File: config.mk
export PLATFORM = sky130hd
export DESIGN_NAME = instr_encoder
export DESIGN_NICKNAME = d
export VERILOG_FILES = /design/src/rtl/rv_isa_pkg.sv /design/src/rtl/instr_encoder_imm_pack.sv /design/src/rtl/instr_encoder.sv
export SDC_FILE = /design/constraint.sdc
export NUM_CORES = 1
export LEC_CHECK = 0
export ABC_AREA = 1
export CORE_MARGIN = 5
export CORE_UTILIZATION = 55
export DETAILED_ROUTE_END_ITERATION = 10
export HOLD_SLACK_MARGIN = 0.06
export PLACE_DENSITY = 0.85
export SLEW_MARGIN = 15
export SYNTH_ARGS = -nofsm -noshare
export SYNTH_HDL_FRONTEND = slang
export SYNTH_SLANG_ARGS = --single-unit
File: constraint.sdc
create_clock -name clk -period 5.9 [get_ports clk]
set_clock_uncertainty 0.15 [all_clocks]
set_input_delay 1.18 -clock clk [delete_from_list [all_inputs] [get_ports clk]]
set_output_delay 1.18 -clock clk [all_outputs]
set_load 0.005 [all_outputs]
File: src/rtl/rv_isa_pkg.sv
// RV32I encoding constants shared by the instruction decoder and encoder.
package rv_isa_pkg;

    localparam logic [6:0] OP_R      = 7'b0110011;
    localparam logic [6:0] OP_IMM    = 7'b0010011;
    localparam logic [6:0] OP_LOAD   = 7'b0000011;
    localparam logic [6:0] OP_STORE  = 7'b0100011;
    localparam logic [6:0] OP_BRANCH = 7'b1100011;
    localparam logic [6:0] OP_JAL    = 7'b1101111;
    localparam logic [6:0] OP_JALR   = 7'b1100111;
    localparam logic [6:0] OP_AUIPC  = 7'b0010111;
    localparam logic [6:0] OP_LUI    = 7'b0110111;

    localparam logic [2:0] IMM_I = 3'b000;
    localparam logic [2:0] IMM_S = 3'b001;
    localparam logic [2:0] IMM_B = 3'b010;
    localparam logic [2:0] IMM_J = 3'b011;
    localparam logic [2:0] IMM_U = 3'b100;

    localparam logic [1:0] ERR_NONE  = 2'b00;
    localparam logic [1:0] ERR_RANGE = 2'b01;
    localparam logic [1:0] ERR_ALIGN = 2'b10;
    localparam logic [1:0] ERR_OP    = 2'b11;

    typedef enum logic [1:0] {
        ST_IDLE  = 2'b00,
        ST_CHECK = 2'b01,
        ST_WRITE = 2'b10
    } state_t;

    // True when v, read as two's complement, fits in an n-bit signed field.
    function automatic logic fits_signed(input logic [31:0] v, input int unsigned n);
        logic [31:0] hi;
        hi = 32'($signed(v) >>> (n - 1));
        return (hi == 32'h0000_0000) || (hi == 32'hFFFF_FFFF);
    endfunction

endpackage

File: src/rtl/instr_encoder_imm_pack.sv
// Combinational RV32I packer: builds the instruction word and classifies errors.
module imm_pack
    import rv_isa_pkg::*;
(
    input  logic [6:0]  op,
    input  logic [2:0]  imm_src,
    input  logic [4:0]  rd,
    input  logic [4:0]  rs1,
    input  logic [4:0]  rs2,
    input  logic [2:0]  funct3,
    input  logic [6:0]  funct7,
    input  logic [31:0] imm,
    output logic [31:0] word,
    output logic [1:0]  err_code
);

    logic [2:0] exp_src;
    logic       op_known;

    // Immediate format the decoder would pick for this opcode.
    always_comb begin
        exp_src  = IMM_I;
        op_known = 1'b1;
        case (op)
            OP_R, OP_IMM, OP_LOAD, OP_JALR: exp_src = IMM_I;
            OP_STORE:                       exp_src = IMM_S;
            OP_BRANCH:                      exp_src = IMM_B;
            OP_JAL:                         exp_src = IMM_J;
            OP_AUIPC, OP_LUI:               exp_src = IMM_U;
            default:                        op_known = 1'b0;
        endcase
    end

    // Field packing and error classification; opcode mismatch beats alignment beats range.
    always_comb begin
        word     = {25'h0, op};
        err_code = ERR_NONE;
        if (!op_known || (imm_src != exp_src)) begin
            err_code = ERR_OP;
        end else begin
            case (imm_src)
                IMM_I: begin
                    if (op == OP_R) begin
                        word = {funct7, rs2, rs1, funct3, rd, op};
                    end else if ((op == OP_IMM) && (funct3[1:0] == 2'b01)) begin
                        // slli/srli/srai: shamt lives where rs2 would be
                        word = {funct7, imm[4:0], rs1, funct3, rd, op};
                        if (imm[31:5] != 27'h0) err_code = ERR_RANGE;
                    end else begin
                        word = {imm[11:0], rs1, funct3, rd, op};
                        if (!fits_signed(imm, 12)) err_code = ERR_RANGE;
                    end
                end
                IMM_S: begin
                    word = {imm[11:5], rs2, rs1, funct3, imm[4:0], op};
                    if (!fits_signed(imm, 12)) err_code = ERR_RANGE;
                end
                IMM_B: begin
                    word = {imm[12], imm[10:5], rs2, rs1, funct3, imm[4:1], imm[11], op};
                    if (imm[0])                  err_code = ERR_ALIGN;
                    else if (!fits_signed(imm, 13)) err_code = ERR_RANGE;
                end
                IMM_J: begin
                    word = {imm[20], imm[10:1], imm[11], imm[19:12], rd, op};
                    if (imm[0])                  err_code = ERR_ALIGN;
                    else if (!fits_signed(imm, 21)) err_code = ERR_RANGE;
                end
                IMM_U: begin
                    word = {imm[31:12], rd, op};
                    if (imm[11:0] != 12'h0) err_code = ERR_ALIGN;
                end
                default: err_code = ERR_OP;
            endcase
        end
    end

endmodule

File: src/rtl/instr_encoder.sv
// Streaming RV32I encoder: accepts fields, checks them, writes packed words to imem.
//
//   state    | meaning
//   ST_IDLE  | ready for a request (unless full or start)
//   ST_CHECK | captured item is packed and checked
//   ST_WRITE | mem_we strobe for the packed word
module instr_encoder
    import rv_isa_pkg::*;
#(
    parameter int ADDR_W    = 8,
    parameter int BASE_ADDR = 0
)
(
    input  logic              clk,
    input  logic              rst_n,
    input  logic              start,
    input  logic              in_valid,
    output logic              in_ready,
    input  logic [6:0]        op,
    input  logic [2:0]        Imm_Src,
    input  logic [4:0]        rd,
    input  logic [4:0]        rs1,
    input  logic [4:0]        rs2,
    input  logic [2:0]        funct3,
    input  logic [6:0]        funct7,
    input  logic [31:0]       imm,
    output logic              mem_we,
    output logic [ADDR_W-1:0] mem_addr,
    output logic [31:0]       mem_wdata,
    output logic [ADDR_W:0]   count,
    output logic              err,
    output logic [1:0]        err_code,
    output logic              full
);

    localparam logic [ADDR_W-1:0] BASE = ADDR_W'(BASE_ADDR);
    localparam logic [ADDR_W-1:0] LAST = '1;

    state_t      state, state_nxt;
    logic        accept;
    logic [6:0]  op_q, funct7_q;
    logic [2:0]  src_q, funct3_q;
    logic [4:0]  rd_q, rs1_q, rs2_q;
    logic [31:0] imm_q, word_pack;
    logic [1:0]  code_pack;

    assign in_ready = rst_n & (state == ST_IDLE) & ~full & ~start;
    assign accept   = in_valid & in_ready;
    // Reset forces state to IDLE asynchronously, which kills the strobe at once.
    assign mem_we   = (state == ST_WRITE) & ~start;

    imm_pack u_pack (
        .op       (op_q),
        .imm_src  (src_q),
        .rd       (rd_q),
        .rs1      (rs1_q),
        .rs2      (rs2_q),
        .funct3   (funct3_q),
        .funct7   (funct7_q),
        .imm      (imm_q),
        .word     (word_pack),
        .err_code (code_pack)
    );

    // State register.
    always_ff @(posedge clk or negedge rst_n) begin
        if (!rst_n) state <= ST_IDLE;
        else        state <= state_nxt;
    end

    // Next-state logic; start always returns to IDLE.
    always_comb begin
        state_nxt = state;
        if (start) begin
            state_nxt = ST_IDLE;
        end else begin
            case (state)
                ST_IDLE:  if (accept) state_nxt = ST_CHECK;
                ST_CHECK: state_nxt = (code_pack == ERR_NONE) ? ST_WRITE : ST_IDLE;
                ST_WRITE: state_nxt = ST_IDLE;
                default:  state_nxt = ST_IDLE;
            endcase
        end
    end

    // Capture request fields on accept; latch the packed word once it checks clean.
    always_ff @(posedge clk or negedge rst_n) begin
        if (!rst_n) begin
            op_q      <= '0;
            src_q     <= '0;
            rd_q      <= '0;
            rs1_q     <= '0;
            rs2_q     <= '0;
            funct3_q  <= '0;
            funct7_q  <= '0;
            imm_q     <= '0;
            mem_wdata <= '0;
        end else begin
            if (accept) begin
                op_q     <= op;
                src_q    <= Imm_Src;
                rd_q     <= rd;
                rs1_q    <= rs1;
                rs2_q    <= rs2;
                funct3_q <= funct3;
                funct7_q <= funct7;
                imm_q    <= imm;
            end
            if ((state == ST_CHECK) && !start && (code_pack == ERR_NONE))
                mem_wdata <= word_pack;
        end
    end

    // Address counter, word count and sticky status flags.
    always_ff @(posedge clk or negedge rst_n) begin
        if (!rst_n) begin
            mem_addr <= BASE;
            count    <= '0;
            err      <= 1'b0;
            err_code <= ERR_NONE;
            full     <= 1'b0;
        end else if (start) begin
            mem_addr <= BASE;
            count    <= '0;
            err      <= 1'b0;
            err_code <= ERR_NONE;
            full     <= 1'b0;
        end else if ((state == ST_CHECK) && (code_pack != ERR_NONE)) begin
            if (!err) err_code <= code_pack;
            err <= 1'b1;
        end else if (mem_we) begin
            mem_addr <= mem_addr + ADDR_W'(1);
            count    <= count + (ADDR_W + 1)'(1);
            if (mem_addr == LAST) full <= 1'b1;
        end
    end

endmodule

Word level (Yosys, flattened, before mapping) --
Index checks and enable logic that the tools add are counted. W data, S select, Z words.
Cells by class: equality and inequality tests 24, bitwise gates (word level) 7, muxes and demuxes 36, $add $sub $neg 2, reduce and logical (&&, ||, !) cells 27
Operators with widths (count):
- $pmux W32 S5 | 1
- $eq A32 B32 Y1 const B | 3
- $logic_not A32 Y1 | 3
- $mux W32 | 3
- $mux W9 | 3
- $reduce_bool A27 Y1 | 1
- $mux W2 | 12
- $mux W8 | 3
- $eq A7 B6 Y1 const B | 3
- $eq A7 B7 Y1 const B | 3
- $eq A7 B5 Y1 const B | 2
- $pmux W3 S4 | 1
- $reduce_bool A12 Y1 | 1
- $mux W1 | 11
- $pmux W2 S5 | 1
- $add A9 B1 Y9 const B | 1
- $reduce_or A9 Y1 | 1
- $add A8 B1 Y8 const B | 1
- $eq A8 B8 Y1 const B | 1
- $reduce_bool A2 Y1 | 4
- $eq A7 B2 Y1 const B | 1
- $eq A3 B2 Y1 const B | 2
- $and A1 B1 Y1 | 5
- $eq A2 B1 Y1 const B | 2
- 16 further kinds | 27
Word-level totals: register bits after elaboration 122, input bits 71

Longest topological paths before layout --
depth after elaboration 11, gate-level depth with buffers 15, gate-level depth less buffers 15

Modules after synthesis --
From an unflattened synthesis, not the netlist that was laid out.
Second synthesis, totals: cells, all modules 861, area, all modules 6319.8 um^2
By module, submodules not included:
- instr_encoder | instances 1, area each 4953.5 um^2, seq. area each 3052.9 um^2, cells each 571
- imm_pack | instances 1, area each 1366.3 um^2, seq. area each 0.0 um^2, cells each 290

Worst setup path before layout --
Ideal clock, no wire load.
kind input port to output port, from input port start, to output port mem_we, path slack 3.113 ns, cell stages on the path 1, arrival time 1.457 ns, path buffers 0, cell sequence nor2_1
Between the ends: cells in the longest elaborated chain, start to end 2
Ends and longest elaborated chain:
- start, declared | RTL line instr_encoder.sv:16 | input logic start,
- $not A1 Y1 | RTL line instr_encoder.sv:50 | assign mem_we = (state == ST_WRITE) & ~start;
- $and A1 B1 Y1 | RTL line instr_encoder.sv:50
- end, declared | RTL line instr_encoder.sv:27 | output logic mem_we,
Every way passes these cells.

Worst setup path after layout --
Ends and elaborated chain as after synthesis.

==> impl_results.md <==
* Status: finished clean
* Crit path DAT at 2740 ps
* Worst EP required at between 4000 and 5000 ps
* Worst Path Max Fanout at 7
* Post-CTS Hold Fix Bufs at 0
* Worst reg2reg path depth at 11
* Compound-Gate Fraction of Synth Area at between 10% and 20%
* Fin. Hold Viols at 0
* Cell count after synthesis at around 770
* Syn avg cell area at between 7 and 8 um2
* Worst Setup Start Kind: input port
* Leakage power at 3.74 nW
* Register area share after synthesis at 50.8%
* Input/output buffers at between 100 and 150
* GPL Wtd Cong at 0.945
* Worst reg2reg startpoint: src_q[1]$_DFFE_PN0P_
* Int Pwr at between 0.0015 and 0.002 W
* Post-synth cell types at 35
* Die Height at around 110 um
* Logic pwr share at roughly 16%
* Prevailing post-synth register cell: dfrtp_1
* TritonCTS Sinks at about 120
* Setup violators final at 0
* FF-to-FF End: mem_wdata[0]$_DFFE_PN0P_
* Synth Area in Adders at 0.416%
* Ant diodes at 0
* Synthesized flop and latch total at 122
* Synth async-reset ratio at 100%
* Final nets at 970
* Layout area overhead at 32.6%
* Hold Startpoint: mem_wdata[0]$_DFFE_PN0P_
* Via density at ~5.4
* Core ar. at approximately 11000 um2
* Crit end category: output pin
* Syn nets at around 850
* Row cnt at 38
* WS Path Type: input port to output pin
* First-pass GRT wire length at roughly 26 mm
* Detailed router's first-iteration violation count at between 500 and 600
* Hold depth at 1
* Relative slew slack at 34.2%
* Setup TNS at 0 ps
* Layout cell share with drive strength beyond 1 at between 8 and 9%
* Largest family of logic cells by synthesized area: simple AND/OR/NAND/NOR gates
* Num CTS Buffers at 17
* Sw Ratio at between 20 and 30%
* DR WL/cell at between 15 and 20 um
* GRT Util Overall at between 20 and 30%
* Vias post-DR at around 5.7k
* Routed WL at 16.1 mm
* Peak supply drop at approximately 0.00017 V
* H-tree Lvls at 4
* Flop2flop setup slack at around 2800 ps
* Initial antenna violation count at 0
* CTS resizes at 0
* Vias in the first global route at 5362
* Clk_lat worst skew at 530 ps
* Period utilization at approximately 69%
* Worst hold path endpoint: mem_wdata[0]$_DFFE_PN0P_
* Mux share of post-synthesis cell area at 0%
* Synth area leader: dfrtp_1
* # IOs at between 100 and 150
* Die area at roughly 13000 um2
* Reg power frac at 39.7%
* Clock power share at around 44%
* Synth Warn # at 0
* Sw Pwr at ~0.00074 W
* Post-CTS Setup Inserts at 0
* Unrepaired setup endpoints after global routing: false
* Minimum clock period at 4070 ps
* CTS tree: done
* Top cell type's share of synthesized area at 50.8%
* Fillers at just over 800
* Post-Synthesis Cell Area at between 6000 and 7000 um2
* CP startpoint: start
* Max cap viols at 0
* Largest cells by area after synthesis: dfrtp_1 (51%), nand2_1 (20%), o21ai_0 (4.0%), inv_1 (3.9%), nor2_1 (3.6%)
* F_max at 0.246 GHz
* Final ANT Viol Nets at 0
* Drt drc at 0
* Die Wd at 115 um
* HPWL after detailed placement at 11.1 mm
* Largest net degree at the start of global routing at just over 80
* Fin. max-slew vios at 0
* Worst Tran Pin Value at ~1000 ps
* Post-synth EDFFs at 0
* XOR/XNOR share of the synthesized area at less than 1%
* Fin util at approximately three quarters
* Deepest clock path buffer count at 2
* P per Cell Area at between 300 and 400 nW/um2
* Grt total ovfl at 0
* Synth Area in Simple Gates at 29.8%
* Clock-pin slew on the worst setup and hold paths at about 60 ps
* Tightest Hold Check Type: flip-flop to flip-flop
* Clock Root Buffer: clkbuf_8
* Initial Util at around 56%
* DRT Pass-1 Iters at 5
## per-layer routing
metal	share of wire, %	up-vias	track usage, %
li1	-	2704	-
met1	41	2689	33.3
met2	49	271	41.1
met3	8.0	28	5.07
met4	1.8	0	9.42
met5	0	-	0
## kinds of logic after synthesis
logic type	after synthesis
AND/OR/NAND/NOR	439
flip-flops	122
AO/OA/AOI/OAI	112
buffers and inverters	95
XOR/XNOR	3
adder cells (fa/ha/maj)	2
## through the flow
step | cell area, um2 | power [W] | hold slack, ps | instances | setup WS [ps]
CTS | 7970 | 0.00256 | 324 | 1050 | 1850
floorplan | 6010 | 0.00126 | 299 | 773 | 3110
detailed placement | 7320 | 0.00143 | 309 | 1018 | 1860
global route | 7970 | 0.00266 | 341 | 1050 | 1780
finish | 7970 | 0.00257 | 320 | 1050 | 1830
global placement | 7320 | 0.00142 | 304 | 1018 | 1910
## registers in the layout, summed over array words and instances, names as in the netlist, 2 cells and up
name	cells
imm_q	32
state	2
rs2_q	5
funct3_q	3
mem_wdata	32
count	9
rd_q	5
rs1_q	5
op_q	7
err_code	2
src_q	3
mem_addr	8
funct7_q	7
## placed cells by master (no fill, tap or decap), drive strengths merged
| cell | n |
|---|---|
| clkinv | 5 |
| or2 | 2 |
| xnor2 | 1 |
| a31oi | 1 |
| o22ai | 5 |
| nand2 | 328 |
| nor4 | 2 |
| nor3 | 7 |
| o2111ai | 1 |
| clkbuf | 21 |
| a21oi | 19 |
| nand3 | 32 |
| o211ai | 1 |
| clkdlybuf4s50 | 124 |
| a221oi | 2 |
| nand4 | 6 |
| a21o | 1 |
| nor2 | 62 |
| ha | 2 |
| clkinvlp | 2 |
| a22o | 2 |
| inv | 70 |
| buf | 5 |
| bufinv | 5 |
| a22oi | 6 |
| o21ai | 73 |
| o32ai | 1 |
| xor2 | 2 |
| dfrtp | 122 |
## cell usage after synthesis (7+ instances only)
cell      count
buf_2        10
nor3_1        7
o21ai_2      24
inv_1        63
dfrtp_1     122
nand3_1      32
nor2_1       57
nand2_1     323
inv_2         8
clkbuf_1      9
a21oi_1      17
o21ai_0      48
## area by class of cell
type	count	area (um2)	share of cell area [%]
tap	140	175	2.20
multi-input combinational	556	2550	32.0
sequential	122	3050	38.3
clock buffer	21	449	5.64
timing repair buffer	129	1280	16.0
clock inverter	11	193	2.42
inverter	71	268	3.36
## critical path, stage by stage
cell and delay, ps:
clkdlybuf4s50_1 550, nor2_1 420, clkdlybuf4s50_1 590
## worst max path at each step
stage	endpoint	slack, ps	cells past startpoint
2_1_floorplan	mem_we	3110	1
3_3_place_gp	mem_we	1910	3
3_5_place_dp	mem_we	1860	3
4_1_cts	mem_we	1850	3
5_1_grt	mem_we	1780	3
6_report	mem_we	1830	3
## power groups by stage
stage | combinational, W | sequential [W] | clock [W]
2_1_floorplan | 0.000261 | 0.000999 | 0
3_3_place_gp | 0.000394 | 0.00102 | 0
3_5_place_dp | 0.000400 | 0.00103 | 0
4_1_cts | 0.000410 | 0.00102 | 0.00114
5_1_grt | 0.000463 | 0.00103 | 0.00117
6_report | 0.000415 | 0.00102 | 0.00114
(Power assumes the default switching activity.)
